`src/rtl/floor.sv`:
```
`default_nettype none
// ============================================================================
//  Module      : floor
//  Description : Single-cycle pipelined IEEE-754 binary32 floor (toward -inf).
//  Revision    : 1.0  initial release
// ============================================================================
module floor (
    input  logic        clk,
    input  logic        rst_n,
    input  logic        in_valid,
    input  logic [31:0] data,
    output logic        out_valid,
    output logic [31:0] result
);

    localparam logic [7:0]  c_exp_bias    = 8'd127;
    localparam logic [7:0]  c_exp_int     = 8'd150;
    localparam logic [7:0]  c_exp_special = 8'hFF;
    localparam logic [31:0] c_neg_one     = 32'hBF80_0000;
    localparam logic [31:0] c_neg_zero    = 32'h8000_0000;

    logic        w_sign;
    logic [7:0]  w_exp;
    logic [22:0] w_frac;
    logic [7:0]  w_shamt;
    logic [22:0] w_frac_mask;
    logic [22:0] w_frac_trunc;
    logic        w_inexact;
    logic [30:0] w_mag_up;
    logic [31:0] w_floor;

    logic        r_valid;
    logic [31:0] r_result;

    assign w_sign = data[31];
    assign w_exp  = data[30:23];
    assign w_frac = data[22:0];

    // Number of fraction bits below the binary point; only meaningful for 127..149.
    assign w_shamt      = c_exp_int - w_exp;
    assign w_frac_mask  = ~(23'h7F_FFFF << w_shamt);
    assign w_frac_trunc = w_frac & ~w_frac_mask;
    assign w_inexact    = |(w_frac & w_frac_mask);

    // Adding one integer unit to {exp,frac} lets a significand overflow carry
    // straight into the exponent, leaving the fraction zero.
    assign w_mag_up = {w_exp, w_frac_trunc} + (31'd1 << w_shamt);

    always_comb begin
        w_floor = data;
        if (w_exp == c_exp_special || w_exp >= c_exp_int) begin
            w_floor = data;
        end else if (w_exp >= c_exp_bias) begin
            if (w_sign && w_inexact) begin
                w_floor = {w_sign, w_mag_up};
            end else begin
                w_floor = {w_sign, w_exp, w_frac_trunc};
            end
        end else if (!w_sign) begin
            w_floor = 32'h0000_0000;
        end else if (w_exp == 8'd0 && w_frac == 23'd0) begin
            w_floor = c_neg_zero;
        end else begin
            w_floor = c_neg_one;
        end
    end

    always_ff @(posedge clk) begin
        if (!rst_n) begin
            r_valid  <= 1'b0;
            r_result <= 32'h0000_0000;
        end else begin
            r_valid <= in_valid;
            if (in_valid) begin
                r_result <= w_floor;
            end
        end
    end

    assign out_valid = r_valid;
    assign result    = r_result;

endmodule
`default_nettype wire

```
`config.mk`:
```
export PLATFORM = sky130hd
export DESIGN_NAME = floor
export DESIGN_NICKNAME = d
export VERILOG_FILES = /design/src/rtl/floor.sv
export SDC_FILE = /design/constraint.sdc
export NUM_CORES = 1
export LEC_CHECK = 0
export CORE_MARGIN = 4
export CORE_UTILIZATION = 45
export CTS_CLUSTER_DIAMETER = 40
export DETAILED_ROUTE_END_ITERATION = 6
export PLACE_DENSITY = 0.66
export SYNTH_ARGS = -nofsm -noshare
export SYNTH_HDL_FRONTEND = slang
export SYNTH_SLANG_ARGS = --single-unit
```
`constraint.sdc`:
```
create_clock -name clk -period 6.6 [get_ports clk]
set_clock_uncertainty 0.05 [all_clocks]
set_input_delay 0.99 -clock clk [delete_from_list [all_inputs] [get_ports clk]]
set_output_delay 0.99 -clock clk [all_outputs]
set_load 0.02 [all_outputs]
```
* After elaboration in Yosys (flattened, before gate mapping)
Cells that the tools add are included.
** Storage, ports and cells
- Register bits :: 33
- Input bits :: 35
- Output and inout bits :: 33
- Word-level logic and storage cells :: 24
** Operators by class
- Add/subtract/negate cells :: 2
- $lt $le $gt $ge :: 2
- Eq/ne operators :: 1
- Shifts and indexed selects :: 2
- Multiplexer cells :: 5
- Bitwise gates (word level) :: 4
- Reduce and logical (&&, ||, !) cells :: 6
** Operator list (count)
- $mux 32 :: 3
- $and 23x23->23 :: 2
- $not 23->23 :: 2
- $add 31x31->31 :: 1
- $mux 31 :: 1
- $shl 1x8->31 const A :: 1
- $mux 30 :: 1
- $logic_not 23->1 :: 1
- $reduce_or 23->1 :: 1
- $shl 23x8->23 const A :: 1
- $eq 8x8->1 const B :: 1
- $ge 8x7->1 const B :: 1
- $ge 8x8->1 const B :: 1
- $logic_not 8->1 :: 1
- $sub 8x8->8 const A :: 1
- $logic_and 1x1->1 :: 2
- $logic_or 1x1->1 :: 1

* Longest topological paths before layout
Gate-level depths: netlist of run 1.
- Depth after elaboration :: 9
- Gate-level depth with buffers :: 21
- Gate-level depth less buffers :: 18

* Worst setup path after synthesis of run 1
Ideal clock, no wire load.
- Path kind :: input to register
- Start :: input data[23]
- End :: register r_result[29] (netlist: result[29])
- Library setup time :: 136 ps
- Arrival time :: 4986 ps
- Required time :: 6414 ps
- Setup slack :: 1428 ps
- Cell stages on the path :: 19
- Cells stage by stage :: ha_1 a21o_1 a21o_1 nor4_4 nor2_1 or3_1 clkbuf_1 nor4_1 ha_1 a21oi_1 nor2_1 nor2_1 o21ai_0 o41ai_1 a21oi_1 o31a_1 mux2i_1 a2111oi_0 a211oi_1
** On the way
- Cells in the longest elaborated chain, start to end :: 9
- Elaborated cells between the ends (all ways) :: 21
- Those cells by class :: 2 x add/sub; 2 x order compare; 1 x eq/ne; 2 x shift; 5 x mux; 4 x bitwise; 5 x reduce/logical
** RTL lines
- start: declaration :: RTL line 11 : input logic [31:0] data,
- $sub 8x8->8 :: RTL line 40 : assign w_shamt = c_exp_int - w_exp;
- $shl 23x8->23 :: RTL line 41 : assign w_frac_mask = ~(23'h7F_FFFF << w_shamt);
- $not 23->23 :: RTL line 41
- $not 23->23 or $and 23x23->23 (tied branches) :: RTL line 42, 43
- $and 23x23->23 or $reduce_or 23->1 (tied branches) :: RTL line 42, 43
- $add 31x31->31 or $logic_and 1x1->1 (tied branches) :: RTL line 47, 54
- $mux 31 :: RTL line 54 : if (w_sign && w_inexact) begin
- $mux 32 :: RTL line 53 : end else if (w_exp >= c_exp_bias) begin
- $mux 32 (*) :: RTL line 51 : if (w_exp == c_exp_special || w_exp >= c_exp_int) begin
- end signal: assignment :: RTL line 75 : r_result <= w_floor;
- end: declaration :: RTL line 33 : logic [31:0] r_result;
Mark *: on every way between the ends. The rest lies on a longest branch, timed or not.
A chain may end at the register's enable or synchronous reset.

* Worst setup path in the final report of run 1
- Start :: input data[23]
- End :: register r_result[30] (netlist: result[30])
The elaborated chain is that of the path after synthesis.

==> results of run 1 <==
cell usage after synthesis, drive strengths merged (7+ instances only):
cell,count,share of area
o221ai,7,0.013
a21oi,37,0.039
buf,8,0.012
a21o,21,0.034
ha,32,0.085
and3,16,0.021
nor3,10,0.011
a41oi,16,0.054
xor2,8,0.015
nand3,30,0.032
nand2b,10,0.013
o211ai,13,0.021
nand4,9,0.012
nor4,13,0.022
dfxtp,33,0.14
nor2,63,0.050
o31ai,9,0.014
a31oi,16,0.021
inv,19,0.015
a211oi,13,0.021
nor2b,8,0.011
clkbuf,28,0.022
nand2,73,0.058
o21ai,66,0.073
xnor2,21,0.039
and2,18,0.024
how the worst max path moves through the flow:
stage	from	endpoint	slack [ns]	cells past startpoint
after floorplan	data[23]	result[29]	1.43	19
after global placement	data[23]	result[30]	0.32	18
after detailed placement	data[23]	result[30]	0.19	18
after CTS	data[23]	result[30]	0.49	18
after global routing	data[23]	result[29]	0.006	19
final	data[23]	result[30]	0.39	18
where the power goes:
group          switching [mW]  internal [mW]  total [mW]
registers             0.00647          0.212       0.219
clock network          0.0943         0.0947       0.189
logic                   0.171          0.102       0.273
total                   0.272          0.409       0.681
sequential cells by signal, summed over array words and instances (netlist names):
signal,count
result,32
out_valid,1
per-layer routing:
metal / global-route usage / wire, um
met4: 0.129 / 724
met2: 0.518 / 8680
met1: 0.455 / 8630
met3: 0.0419 / 1500
met5: 0 / 0
per-stage QoR:
step	hold WS [ns]	setup slack [ns]	std cells	cell area (um2)
after floorplan	0.465	1.43	664	4700
after global placement	0.374	0.316	864	5620
after detailed placement	0.387	0.185	864	5620
after CTS	0.397	0.492	872	5720
after global routing	0.430	0.00645	872	5720
final	0.391	0.387	872	5720
tightest hold or removal path, delay by kind of cell (launching register included):
family	cells	cell delay [ns]
flip-flops	1	0.32
AND/OR/NAND/NOR	2	0.09
area by class of cell:
type / count / area, um2 / area share
multi-input cells: 576 / 3810 / 0.665
repair buffers: 100 / 913 / 0.160
flip-flops and latches: 33 / 661 / 0.115
well taps: 136 / 170 / 0.0297
clock buffers: 7 / 96.3 / 0.0168
inverters: 19 / 71.3 / 0.0125
clock inverters: 1 / 5.00 / 0.000875
cells by family (layout without fill, tap and decap cells):
| family | after synthesis | count (layout) | share of synthesized area |
|---|---|---|---|
| AND/OR/NAND/NOR | 269 | 269 | 0.286 |
| XOR/XNOR | 29 | 29 | 0.0541 |
| AO/OA/AOI/OAI | 241 | 241 | 0.372 |
| adder cells (fa/ha/maj) | 33 | 33 | 0.0895 |
| multiplexers | 4 | 4 | 0.00852 |
| buffers and inverters | 55 | 127 | 0.0493 |
| flip-flops | 33 | 33 | 0.141 |
==> flow_metrics.env, run 1 <==
export IMPL_syn_nets=732
export IMPL_wl_per_cell_um=22.4
export IMPL_io_pin_count=68
export IMPL_final_common_cell="nand2_1"
export IMPL_max_slew_worst_pin_slew_ns=0.855
export IMPL_power_density_mw_per_mm2=119
export IMPL_hp_start="result[23]"
export IMPL_nets=803
export IMPL_cts_buffers=5
export IMPL_maxCapViolCount=0
export IMPL_fin_util=0.559
export IMPL_cts_root_buffer="clkbuf_8"
export IMPL_diodes=0
export IMPL_wirelength_um=19500
export IMPL_layout_min_cycle_time_ns=6.21
export IMPL_drive_gt1_frac=0.0924
export IMPL_worstSkewPairLatency_ns=0.29
export IMPL_required_ns=6.79
export IMPL_drc=0
export IMPL_synth_edf_count=0
export IMPL_clock_sinks=33
export IMPL_vdd_ir_drop_worst_mv=0.0782
export IMPL_p_leak_nw=2.29
export IMPL_rsz0062_at_grt="false"
export IMPL_critical_path_top_delay_family="compound AO/OA/AOI/OAI gates"
export IMPL_ys_seq_area_frac=0.141
export IMPL_cts_buffer_depth=2
export IMPL_crit_buf_inv=1
export IMPL_ys_flop_type="dfxtp_1"
export IMPL_setup_tns_ns=0
export IMPL_synth_warnings=0
export IMPL_ff2ff_path_depth=3
export IMPL_num_vias=5706
export IMPL_first_iter_violations=656
export IMPL_cp_arrival_ns=6.40
export IMPL_cp_slowest_stage_delay_ns=0.49
export IMPL_die_h_um=110
export IMPL_initial_core_util=0.459
export IMPL_hold_viol=0
export IMPL_setup_viol=0
export IMPL_n_fill_cell=1017
export IMPL_critPathCaptureType="flop"
export IMPL_outcome="finished clean"
export IMPL_postCtsSetupRepairBufs=0
export IMPL_max_slew_margin=0.426
export IMPL_cts_hold_buffers_added=0
export IMPL_cpMaxStageDelayCell="a211oi_1"
export IMPL_start_kind="input pin"
export IMPL_ys_ff_latch=33
export IMPL_portBuffers=67
export IMPL_final_cell_mix="nand2_1 (73), clkdlybuf4s50_1 (66), nor2_1 (63)"
export IMPL_async_flop_share=0
export IMPL_min_to="result[23]"
export IMPL_fin_total_pwr_mw=0.681
export IMPL_die_w_um=110
export IMPL_antenna_found_initial=0
export IMPL_syn_inst=664
export IMPL_synth_area_per_cell_um2=7.08
export IMPL_cts_tree="yes"
export IMPL_grt_usage=0.329
export IMPL_place_congestion=0.999
export IMPL_synth_area_mm2=0.00470
export IMPL_fp_coreArea_mm2=0.0102
export IMPL_post_cts_resized=0
export IMPL_grt_pass1_wl_um=30200
export IMPL_period_share=0.941
export IMPL_grt_max_degree=59
export IMPL_dieArea_mm2=0.0121
export IMPL_drv_slew=0
export IMPL_ys_types=70
export IMPL_r2r_slack_ns=5.62
export IMPL_hold_path_class="flop to flop"
export IMPL_r2r_end="result[28]"
export IMPL_area_delta_synth_final_pct=21.8
export IMPL_htreeDepth=2
export IMPL_worstPathMaxFanout=11
export IMPL_rows=37
export IMPL_drt_pass1_iterations=5
export IMPL_grt_pass1_vias=5459
export IMPL_avgViaCountPerCell=6.54
export IMPL_min_path_cells=2
export IMPL_clk_pin_slew_ns=0.08
export IMPL_fmax_mhz=161
export IMPL_globalRouteOverflowTotal=0
export IMPL_ant_nets=0
export IMPL_crit_chain="clkdlybuf4s50_1, ha_1, a21o_1, a211oi_1, a32o_1, o21ai_1, nor3b_1, ha_1, and3_1, a221o_1, o221ai_1, a21boi_0, o21ai_0, nand2_1, a311oi_1, nand2_1, a41o_1, o21ai_0"
export IMPL_path_class="input pin to flop"
export IMPL_dp_hpwl_um=15200
export IMPL_r2r_start="result[28]"
(Power assumes the default switching activity.)
==> inputs of run 2 (changes only) <==
Settings changed: ABC_CLOCK_PERIOD_IN_PS set to 6600, GPL_TIMING_DRIVEN set to 0.
==> run 2 against run 1 <==
Final cell count up 0.46%. Core utilization up 0.13 points. Wire length up 4.9%.
==> flow_metrics.env, run 2 (same netlist as run 1, synthesis figures left out) <==
export IMPL_outcome="finished clean"
export IMPL_drv_slew=0
export IMPL_die_h_um=110
export IMPL_dieArea_mm2=0.0121
export IMPL_switching_share=0.411
export IMPL_diodes=0
export IMPL_critical_path_top_delay_family="compound AO/OA/AOI/OAI gates"
export IMPL_cts_buffers=5
export IMPL_fp_coreArea_mm2=0.0102
export IMPL_worstSkewPairLatency_ns=0.32
export IMPL_clk_pin_slew_ns=0.07
export IMPL_dp_hpwl_um=16000
export IMPL_cts_hold_buffers_added=0
export IMPL_start_kind="input pin"
export IMPL_hold_path_class="flop to flop"
export IMPL_critPathCaptureType="flop"
export IMPL_antenna_found_initial=0
export IMPL_clkPwrFrac=0.280
export IMPL_nets=807
export IMPL_vdd_ir_drop_worst_mv=0.0647
export IMPL_area_delta_synth_final_pct=22.1
export IMPL_grt_pass1_vias=5650
export IMPL_setup_viol=0
export IMPL_io_pin_count=68
export IMPL_fmax_mhz=158
export IMPL_wl_per_cell_um=23.4
export IMPL_globalRouteOverflowTotal=0
export IMPL_rows=37
export IMPL_maxCapViolCount=0
export IMPL_p_leak_nw=2.25
export IMPL_crit_chain="clkdlybuf4s50_1, clkbuf_2, inv_1, ha_1, nand2b_1, nor2_1, o21ai_0, and3_1, ha_1, clkbuf_1, a21o_1, a21o_1, a21oi_1, nor2_1, a211oi_1, a21oi_1, o31a_1, mux2i_1, a2111oi_1, a211oi_1"
export IMPL_layout_min_cycle_time_ns=6.32
export IMPL_drc=0
export IMPL_share_seq_of_total_power=0.319
export IMPL_n_fill_cell=1035
export IMPL_wirelength_um=20500
export IMPL_period_share=0.957
export IMPL_grt_usage=0.344
export IMPL_power_net_switching_mw=0.281
export IMPL_fin_cells=876
export IMPL_cpMaxStageDelayCell="clkdlybuf4s50_1"
export IMPL_intPower_mw=0.403
export IMPL_htreeDepth=2
export IMPL_setup_tns_ns=0
export IMPL_ant_nets=0
export IMPL_drt_pass1_iterations=5
export IMPL_max_slew_worst_pin_slew_ns=1.01
export IMPL_place_ws_ns=-0.891
export IMPL_portBuffers=66
export IMPL_final_common_cell="nand2_1"
export IMPL_cp_slowest_stage_delay_ns=0.66
export IMPL_hold_viol=0
export IMPL_power_density_mw_per_mm2=119
export IMPL_power_frac_comb=0.401
export IMPL_grt_max_degree=12
export IMPL_required_ns=6.72
export IMPL_final_cell_mix="nand2_1 (73), clkdlybuf4s50_1 (65), o21ai_0 (61), nor2_1 (61), a21oi_1 (37)"
export IMPL_max_slew_margin=0.319
export IMPL_worstPathMaxFanout=10
export IMPL_place_inst=866
export IMPL_cts_buffer_depth=2
export IMPL_largest_reg_flops=32
export IMPL_place_congestion=1.02
export IMPL_cts_root_buffer="clkbuf_8"
export IMPL_avgViaCountPerCell=6.64
export IMPL_num_vias=5820
export IMPL_drive_gt1_frac=0.0811
export IMPL_first_iter_violations=607
export IMPL_setup_slack_ns=0.281
export IMPL_cts_tree="yes"
export IMPL_fin_total_pwr_mw=0.684
export IMPL_cp_arrival_ns=6.44
export IMPL_die_w_um=110
export IMPL_grt_pass1_wl_um=31500
export IMPL_fin_util=0.561
export IMPL_path_class="input pin to flop"
export IMPL_crit_buf_inv=4
export IMPL_rsz0062_at_grt="false"
export IMPL_initial_core_util=0.459
export IMPL_clock_sinks=33
==> run 2: worst reg2reg max path, delay by kind of cell (launching register included) <==
kind,cells,cell delay (ns)
flip-flops,1,0.33
AO/OA/AOI/OAI,2,0.54
==> run 2: power groups by stage <==
stage / registers, mW / logic, mW / clock network [mW]
floorplan: 0.239 / 0.131 / 0
global placement: 0.222 / 0.259 / 0
detailed placement: 0.223 / 0.261 / 0
CTS: 0.218 / 0.264 / 0.190
global route: 0.220 / 0.293 / 0.197
finish: 0.218 / 0.275 / 0.191
==> run 2: layout make-up <==
type | count | area, um2 | share of cell area
buffer | 35 | 159 | 0.0277
clock buffer | 7 | 96.3 | 0.0168
clock inverter | 1 | 5.00 | 0.000872
inverter | 19 | 71.3 | 0.0124
multi-input combinational | 576 | 3890 | 0.678
sequential | 33 | 661 | 0.115
tap | 136 | 170 | 0.0297
timing repair buffer | 69 | 686 | 0.120
==> run 2: path summary, 6_finish.rpt <==
check	start	end	slack [ns]	cells after the start
worst max-delay path	data[23]	result[29]	0.28	20
worst min-delay path	result[23]	result[23]	0.39	2
worst max register to register	result[29]	result[29]	5.54	2
worst min register to register	result[23]	result[23]	0.39	2
==> run 2: metal layers <==
metal	wire [um]	part of all wire	track usage
met5	0	0	0
met4	716	0.035	0.134
met3	2180	0.11	0.0909
met2	9180	0.45	0.545
met1	8430	0.41	0.446
==> run 2: what timing repair did <==
action                     in CTS  in global routing
setup buffers                   0                  3
setup endpoints to repair       9                  9
pin swaps                       0                  2
gates resized for setup         9                 13
==> run 2: stage by stage <==
| step | hold slack (ns) | area [um2] |
|---|---|---|
| after floorplan | 0.465 | 4700 |
| after global placement | 0.378 | 5530 |
| after detailed placement | 0.387 | 5530 |
| after CTS | 0.397 | 5680 |
| after global routing | 0.425 | 5740 |
| final | 0.389 | 5740 |
